`src/rtl/bist_seq_pkg.sv`:
```
// Shared types and constants for the BIST sequencer.
// Latency: n/a (package only).
// Backpressure: n/a (package only).
package bist_seq_pkg;

    typedef enum logic [2:0] {
        S_IDLE,
        S_LAUNCH,
        S_WAIT,
        S_ACCUM,
        S_FINISH
    } state_t;

    localparam int DEF_NUM_TASKS = 10;
    localparam int DEF_TIMEOUT   = 1000;
    localparam int DEF_ERR_W     = 16;

    // Add two counts, clamping at max_val instead of wrapping.
    function automatic logic [31:0] sat_add(input logic [31:0] a,
                                            input logic [31:0] b,
                                            input logic [31:0] max_val);
        logic [32:0] sum;
        sum = {1'b0, a} + {1'b0, b};
        return (sum > {1'b0, max_val}) ? max_val : sum[31:0];
    endfunction

endpackage

```
`src/rtl/bist_seq_watchdog.sv`:
```
// Per-task WAIT watchdog: counts enabled cycles since clear, flags TIMEOUT-1.
// Latency: expired is combinational from the count register.
// Backpressure: none; the counter parks at TIMEOUT-1 until cleared.
module bist_watchdog
    import bist_seq_pkg::*;
#(
    parameter int TIMEOUT = DEF_TIMEOUT
) (
    input  logic clk,
    input  logic rst,
    input  logic clear,
    input  logic enable,
    output logic expired
);

    localparam int CNT_W = $clog2(TIMEOUT);

    logic [CNT_W-1:0] cnt;

    assign expired = (cnt == CNT_W'(TIMEOUT - 1));

    always_ff @(posedge clk or posedge rst) begin
        if (rst) begin
            cnt <= '0;
        end else if (clear) begin
            cnt <= '0;
        end else if (enable && !expired) begin
            cnt <= cnt + 1'b1;
        end
    end

endmodule

```
`src/rtl/bist_sequencer.sv`:
```
// Launches NUM_TASKS self-test tasks in order, sums their error counts, stops on a per-task timeout.
// Latency: next task_start fires 2 cycles after the current task_done; done pulses 2 cycles after the last one.
// Backpressure: start is ignored while busy; optional task skipping with BIST_SEQ_MASK_EN.
module bist_sequencer
    import bist_seq_pkg::*;
#(
    parameter int NUM_TASKS = DEF_NUM_TASKS,
    parameter int TIMEOUT   = DEF_TIMEOUT,
    parameter int ERR_W     = DEF_ERR_W
) (
    input  logic                                clk,
    input  logic                                rst,
    input  logic                                start,
    output logic [NUM_TASKS-1:0]                task_start,
    input  logic [NUM_TASKS-1:0]                task_done,
    input  logic [NUM_TASKS-1:0][ERR_W-1:0]     task_err,
`ifdef BIST_SEQ_MASK_EN
    input  logic [NUM_TASKS-1:0]                task_mask,
`endif
    output logic                                busy,
    output logic                                done,
    output logic                                pass,
    output logic                                timed_out,
    output logic [$clog2(NUM_TASKS)-1:0]        timed_out_idx,
    output logic [ERR_W-1:0]                    total_errors
);

    localparam int          IDX_W   = $clog2(NUM_TASKS);
    localparam logic [31:0] ERR_MAX = 32'((64'd1 << ERR_W) - 64'd1);

    state_t             state;
    logic [IDX_W-1:0]   idx;
    logic [IDX_W-1:0]   nxt_idx;
    logic               nxt_found;
    logic [NUM_TASKS-1:0] run_mask;
    logic               first_en;
    logic               wd_expired;
    logic [ERR_W-1:0]   sum_done;
    logic [ERR_W-1:0]   sum_to;

`ifdef BIST_SEQ_MASK_EN
    logic [NUM_TASKS-1:0] mask_q;

    assign run_mask = mask_q;
    assign first_en = task_mask[0];
`else
    assign run_mask = '1;
    assign first_en = 1'b1;
`endif

    assign sum_done = ERR_W'(sat_add(32'(total_errors), 32'(task_err[idx]), ERR_MAX));
    assign sum_to   = ERR_W'(sat_add(32'(total_errors), 32'd1, ERR_MAX));

    // Lowest enabled task above idx; masked tasks are jumped over from ACCUM.
    always_comb begin
        nxt_found = 1'b0;
        nxt_idx   = '0;
        for (int i = NUM_TASKS - 1; i >= 0; i--) begin
            if (i > int'(idx) && run_mask[i]) begin
                nxt_found = 1'b1;
                nxt_idx   = IDX_W'(i);
            end
        end
    end

    bist_watchdog #(
        .TIMEOUT (TIMEOUT)
    ) u_watchdog (
        .clk     (clk),
        .rst     (rst),
        .clear   (state == S_LAUNCH),
        .enable  (state == S_WAIT),
        .expired (wd_expired)
    );

    always_ff @(posedge clk or posedge rst) begin
        if (rst) begin
            state         <= S_IDLE;
            idx           <= '0;
            task_start    <= '0;
            busy          <= 1'b0;
            done          <= 1'b0;
            pass          <= 1'b0;
            timed_out     <= 1'b0;
            timed_out_idx <= '0;
            total_errors  <= '0;
`ifdef BIST_SEQ_MASK_EN
            mask_q        <= '0;
`endif
        end else begin
            task_start <= '0;
            done       <= 1'b0;
            case (state)
                S_IDLE: begin
                    if (start) begin
                        idx           <= '0;
                        total_errors  <= '0;
                        timed_out     <= 1'b0;
                        timed_out_idx <= '0;
                        pass          <= 1'b0;
                        busy          <= 1'b1;
                        task_start    <= first_en ? NUM_TASKS'(1) : '0;
`ifdef BIST_SEQ_MASK_EN
                        mask_q        <= task_mask;
`endif
                        state         <= S_LAUNCH;
                    end
                end
                S_LAUNCH: begin
                    state <= run_mask[idx] ? S_WAIT : S_ACCUM;
                end
                S_WAIT: begin
                    // A completion in the expiry cycle wins over the timeout.
                    if (task_done[idx]) begin
                        total_errors <= sum_done;
                        state        <= S_ACCUM;
                    end else if (wd_expired) begin
                        total_errors  <= sum_to;
                        timed_out     <= 1'b1;
                        timed_out_idx <= idx;
                        pass          <= 1'b0;
                        done          <= 1'b1;
                        state         <= S_FINISH;
                    end
                end
                S_ACCUM: begin
                    if (nxt_found) begin
                        idx        <= nxt_idx;
                        task_start <= NUM_TASKS'(1) << nxt_idx;
                        state      <= S_LAUNCH;
                    end else begin
                        pass  <= (total_errors == '0) && !timed_out;
                        done  <= 1'b1;
                        state <= S_FINISH;
                    end
                end
                S_FINISH: begin
                    busy  <= 1'b0;
                    state <= S_IDLE;
                end
                default: state <= S_IDLE;
            endcase
        end
    end

endmodule

```
`config.mk`:
```
export PLATFORM = sky130hd
export DESIGN_NAME = bist_sequencer
export DESIGN_NICKNAME = d
export VERILOG_FILES = /design/src/rtl/bist_seq_pkg.sv /design/src/rtl/bist_seq_watchdog.sv /design/src/rtl/bist_sequencer.sv
export SDC_FILE = /design/constraint.sdc
export NUM_CORES = 1
export LEC_CHECK = 0
export CORE_MARGIN = 10
export CORE_UTILIZATION = 40
export CTS_BUF_LIST = sky130_fd_sc_hd__clkbuf_2 sky130_fd_sc_hd__clkbuf_4 sky130_fd_sc_hd__clkbuf_8
export DETAILED_ROUTE_END_ITERATION = 10
export PLACE_DENSITY = 0.8
export SLEW_MARGIN = 20
export SYNTH_ARGS = -nofsm -noshare
export SYNTH_HDL_FRONTEND = slang
export SYNTH_SLANG_ARGS = --single-unit
```
`constraint.sdc`:
```
create_clock -name clk -period 3.9 [get_ports clk]
set_input_delay 0.78 -clock clk [delete_from_list [all_inputs] [get_ports clk]]
set_output_delay 0.78 -clock clk [all_outputs]
set_load 0.01 [all_outputs]
```
==> impl_metrics.ini <==
[sta]
hold_viol = 0
whs_ns = 0.5164
setup_violations = 0
fmaxAchievable_ghz = 0.2717
min_period_ns = 3.681
finalClockSkew_ns = 0.01936
fin_crit_sh_pct = 94.39
slew_headroom_pct = 39.41
final_max_slew_viol_count = 0
setup_ws_ns = 0.2190
rsz0062_at_grt = false
worstMarginPinSlew_ns = 0.9019

[pwr]
pwr-share-comb_pct = 74.1
swShare_pct = 46.81
seqPwrFrac_pct = 19.3
p_leak_nw = 2.916
vdd_drop_max_mv = 0.2595
clockPowerShare_pct = 6.7
power_density_mw_per_mm2 = 693.0
internal-power_mw = 2.684
p_switching_mw = 2.362

[floorplanning]
placeableCoreArea_mm2 = 0.01156
dieHeight_um = 129.4
initial_core_util_pct = 41.36
ios = 207
die_width_um = 129.4
dieArea_mm2 = 0.01673
rows = 39

[clock_tree]
ctsRootBufferMaster = clkbuf_8
cts_buffers = 5
ctsLongestPathBuffers = 2
cts_tree = yes
htree_levels = 2
cts_sinks = 51
clk_pin_slew_ns = 0.10
clock_latency_ns = 0.32

[drt]
num_vias = 5138
final_antenna_net_count = 0
drc = 0
vias_per_cell = 5.879
firstDrtPassIters = 5
avgRoutedWirePerCell_um = 21.66
drtIter0Drc = 522
wl_um = 18940

[finish]
nNetsFinal = 922
drive_above_1_share_pct = 12.76
area_growth_pct = 52.24
post-route-cell-area_mm2 = 0.007282
fillers = 944

[yosys]
synth_flop_cell = dfrtp_1
syn_area_per_cell_um2 = 9.270
yosys_register_bits = 51
synth_warnings = 0
synth_area_mm2 = 0.004783
async_reset_ff_share_pct = 100.0
synth_nets = 710
yosysSeqAreaShare_pct = 26.68
synth_cell_types = 63
syn_inst = 516
synth_edf_count = 0

[critical_path]
cpPeakStageDelay_ns = 0.49
r2r_start = idx[0]$_DFFE_PP0P_
crit_type = input port to flip-flop
cp_common_cell = o21ai_1
setup.worst_path.start = task_err[103]
worstPathCellList = clkdlybuf4s50_1 > mux4_2 > mux2i_1 > o22ai_1 > ha_1 > a21oi_1 > o21ai_0 > or3_1 > o21ai_1 > o21ai_1 > buf_4 > o21a_1 > a31o_2
reg2reg_depth = 14
setup.worst_path.end_class = flip-flop
crit_end = total_errors[12]$_DFFE_PP0P_
reg2reg_slack_ns = 0.32
required_ns = 4.10
cp_max_fo = 11
cp.arrival_ns = 3.89
critical-path-slowest-cell = mux4_2
r2r-end = total_errors[12]$_DFFE_PP0P_
critPathLaunchType = input port

[flow_run]
drv_cap = 0

[placed_design]
io_buffers = 206
place_area_mm2 = 0.007124
place.gp.congestion = 0.9189
place_hpwl_um = 15900
post-place-ws_ns = -0.2545

[worst_hold_path]
whs_path_depth = 1
hp-class = flip-flop to flip-flop

[global_routing]
grt_max_degree = 36
grt_pass1_wl_um = 29500
grt_use_total_pct = 22.10
antenna_found_initial = 2
grt_overflow = 0
grt_pass1_vias = 5387

[outcome]
outcome = complete, no violations
-- cells in the mapped netlist, types with 11 or more instances --
library cell,n,area [um^2]
mux2i_1,40,400.4
o22ai_1,19,118.9
inv_1,11,41.29
a21oi_1,33,165.2
nand2_1,36,135.1
buf_2,13,65.06
and3_1,11,68.82
xnor2_1,13,113.9
nand3_1,11,55.05
dfrtp_1,51,1276
mux4_2,32,720.7
o21ai_0,39,195.2
ha_1,20,250.2
nor2_1,48,180.2
-- cells in the final DEF (no fill, tap or decap), types with 13 or more instances in the layout --
cell             netlist  layout
a21oi_1               33      32
buf_4                  2      30
clkdlybuf4s50_1        0     206
dfrtp_1               51      49
ha_1                  20      20
mux2i_1               40      40
mux4_2                32      32
nand2_1               36      36
nor2_1                48      48
o21ai_0               39      36
o22ai_1               19      19
xnor2_1               13      13
-- final cells by class --
type                    count  area, um^2  share of cell area (%)
clock buffers               5       68.82                  0.9450
inverters                  12       45.04                  0.6186
clock inverters             3       28.78                  0.3952
well taps                 143       178.9                   2.457
flip-flops and latches     51        1281                   17.59
multi-input cells         419        3327                   45.69
diodes                      2       5.005                 0.06873
repair buffers            239        2347                   32.23
-- kinds of logic (layout without fill, tap and decap cells) --
| logic type | Yosys count | in the layout | synth area share, % |
|---|---|---|---|
| AO/OA/AOI/OAI | 140 | 140 | 17.97 |
| XOR/XNOR | 24 | 24 | 4.551 |
| adder cells (fa/ha/maj) | 21 | 21 | 5.650 |
| buffers and inverters | 46 | 259 | 4.290 |
| flip-flops | 51 | 51 | 26.68 |
| multiplexers | 73 | 73 | 23.67 |
| other | 0 | 2 | 0 |
| AND/OR/NAND/NOR | 161 | 161 | 17.19 |
-- what timing repair did --
action,CTS,global route
resized for setup,0,7
hold endpoints to repair,0,0
buffers inserted,0,4
endpoints found under the setup margin,0,13
hold buffers,0,0
-- registers in the layout (all words and copies together) (netlist names) --
signal and flops:
busy 1, idx 4, pass 1, total_errors 16, task_start 10, timed_out_idx 4
done 1, state 3, timed_out 1, u_watchdog.cnt 10
-- worst min path at each step --
stage | startpoint | to | slack, ns
floorplan | state[2]$_DFFE_PP0P_ | task_start[0]$_DFF_PP0_ | 0.49
global placement | timed_out_idx[3]$_DFFE_PP0P_ | timed_out_idx[3]$_DFFE_PP0P_ | 0.49
detailed placement | timed_out_idx[3]$_DFFE_PP0P_ | timed_out_idx[3]$_DFFE_PP0P_ | 0.49
CTS | timed_out_idx[3]$_DFFE_PP0P_ | timed_out_idx[3]$_DFFE_PP0P_ | 0.52
global route | timed_out_idx[3]$_DFFE_PP0P_ | timed_out_idx[3]$_DFFE_PP0P_ | 0.54
finish | timed_out_idx[3]$_DFFE_PP0P_ | timed_out_idx[3]$_DFFE_PP0P_ | 0.52
-- per-stage QoR --
| step | power, mW | util (%) | instances | setup TNS, ns |
|---|---|---|---|---|
| after CTS | 4.947 | 62.45 | 868 | 0 |
| after detailed placement | 4.605 | 61.60 | 860 | -1.777 |
| after global routing | 5.423 | 62.97 | 874 | 0 |
| after floorplan | 3.292 | - | 516 | 0 |
| after global placement | 4.535 | 61.60 | 860 | -0.5449 |
| final | 5.046 | 62.97 | 874 | 0 |
-- power groups by stage --
stage / clock, mW / combinational (mW) / sequential (mW)
after floorplan: 0 / 2.45 / 0.844
after global placement: 0 / 3.54 / 0.995
after detailed placement: 0 / 3.61 / 0.999
after CTS: 0.337 / 3.62 / 0.989
after global routing: 0.360 / 4.07 / 0.995
final: 0.336 / 3.74 / 0.972
-- critical path, delay by kind of cell --
family                     cells  cell delay (ns)
AOI/OAI and AO/OA              7             1.22
muxes                          2             0.65
buffers and inverters          2             0.58
and+or+nand+nor                1             0.34
adders and majority gates      1             0.33
-- per-layer routing --
layer	up-vias	GRT usage (%)	routed length, um
li1	2394	-	-
met1	2503	25.40	7286
met2	230	39.07	9787
met3	11	7.382	1690
met4	0	4.749	172
met5	-	0	0
Power figures use the tool's default switching activity.
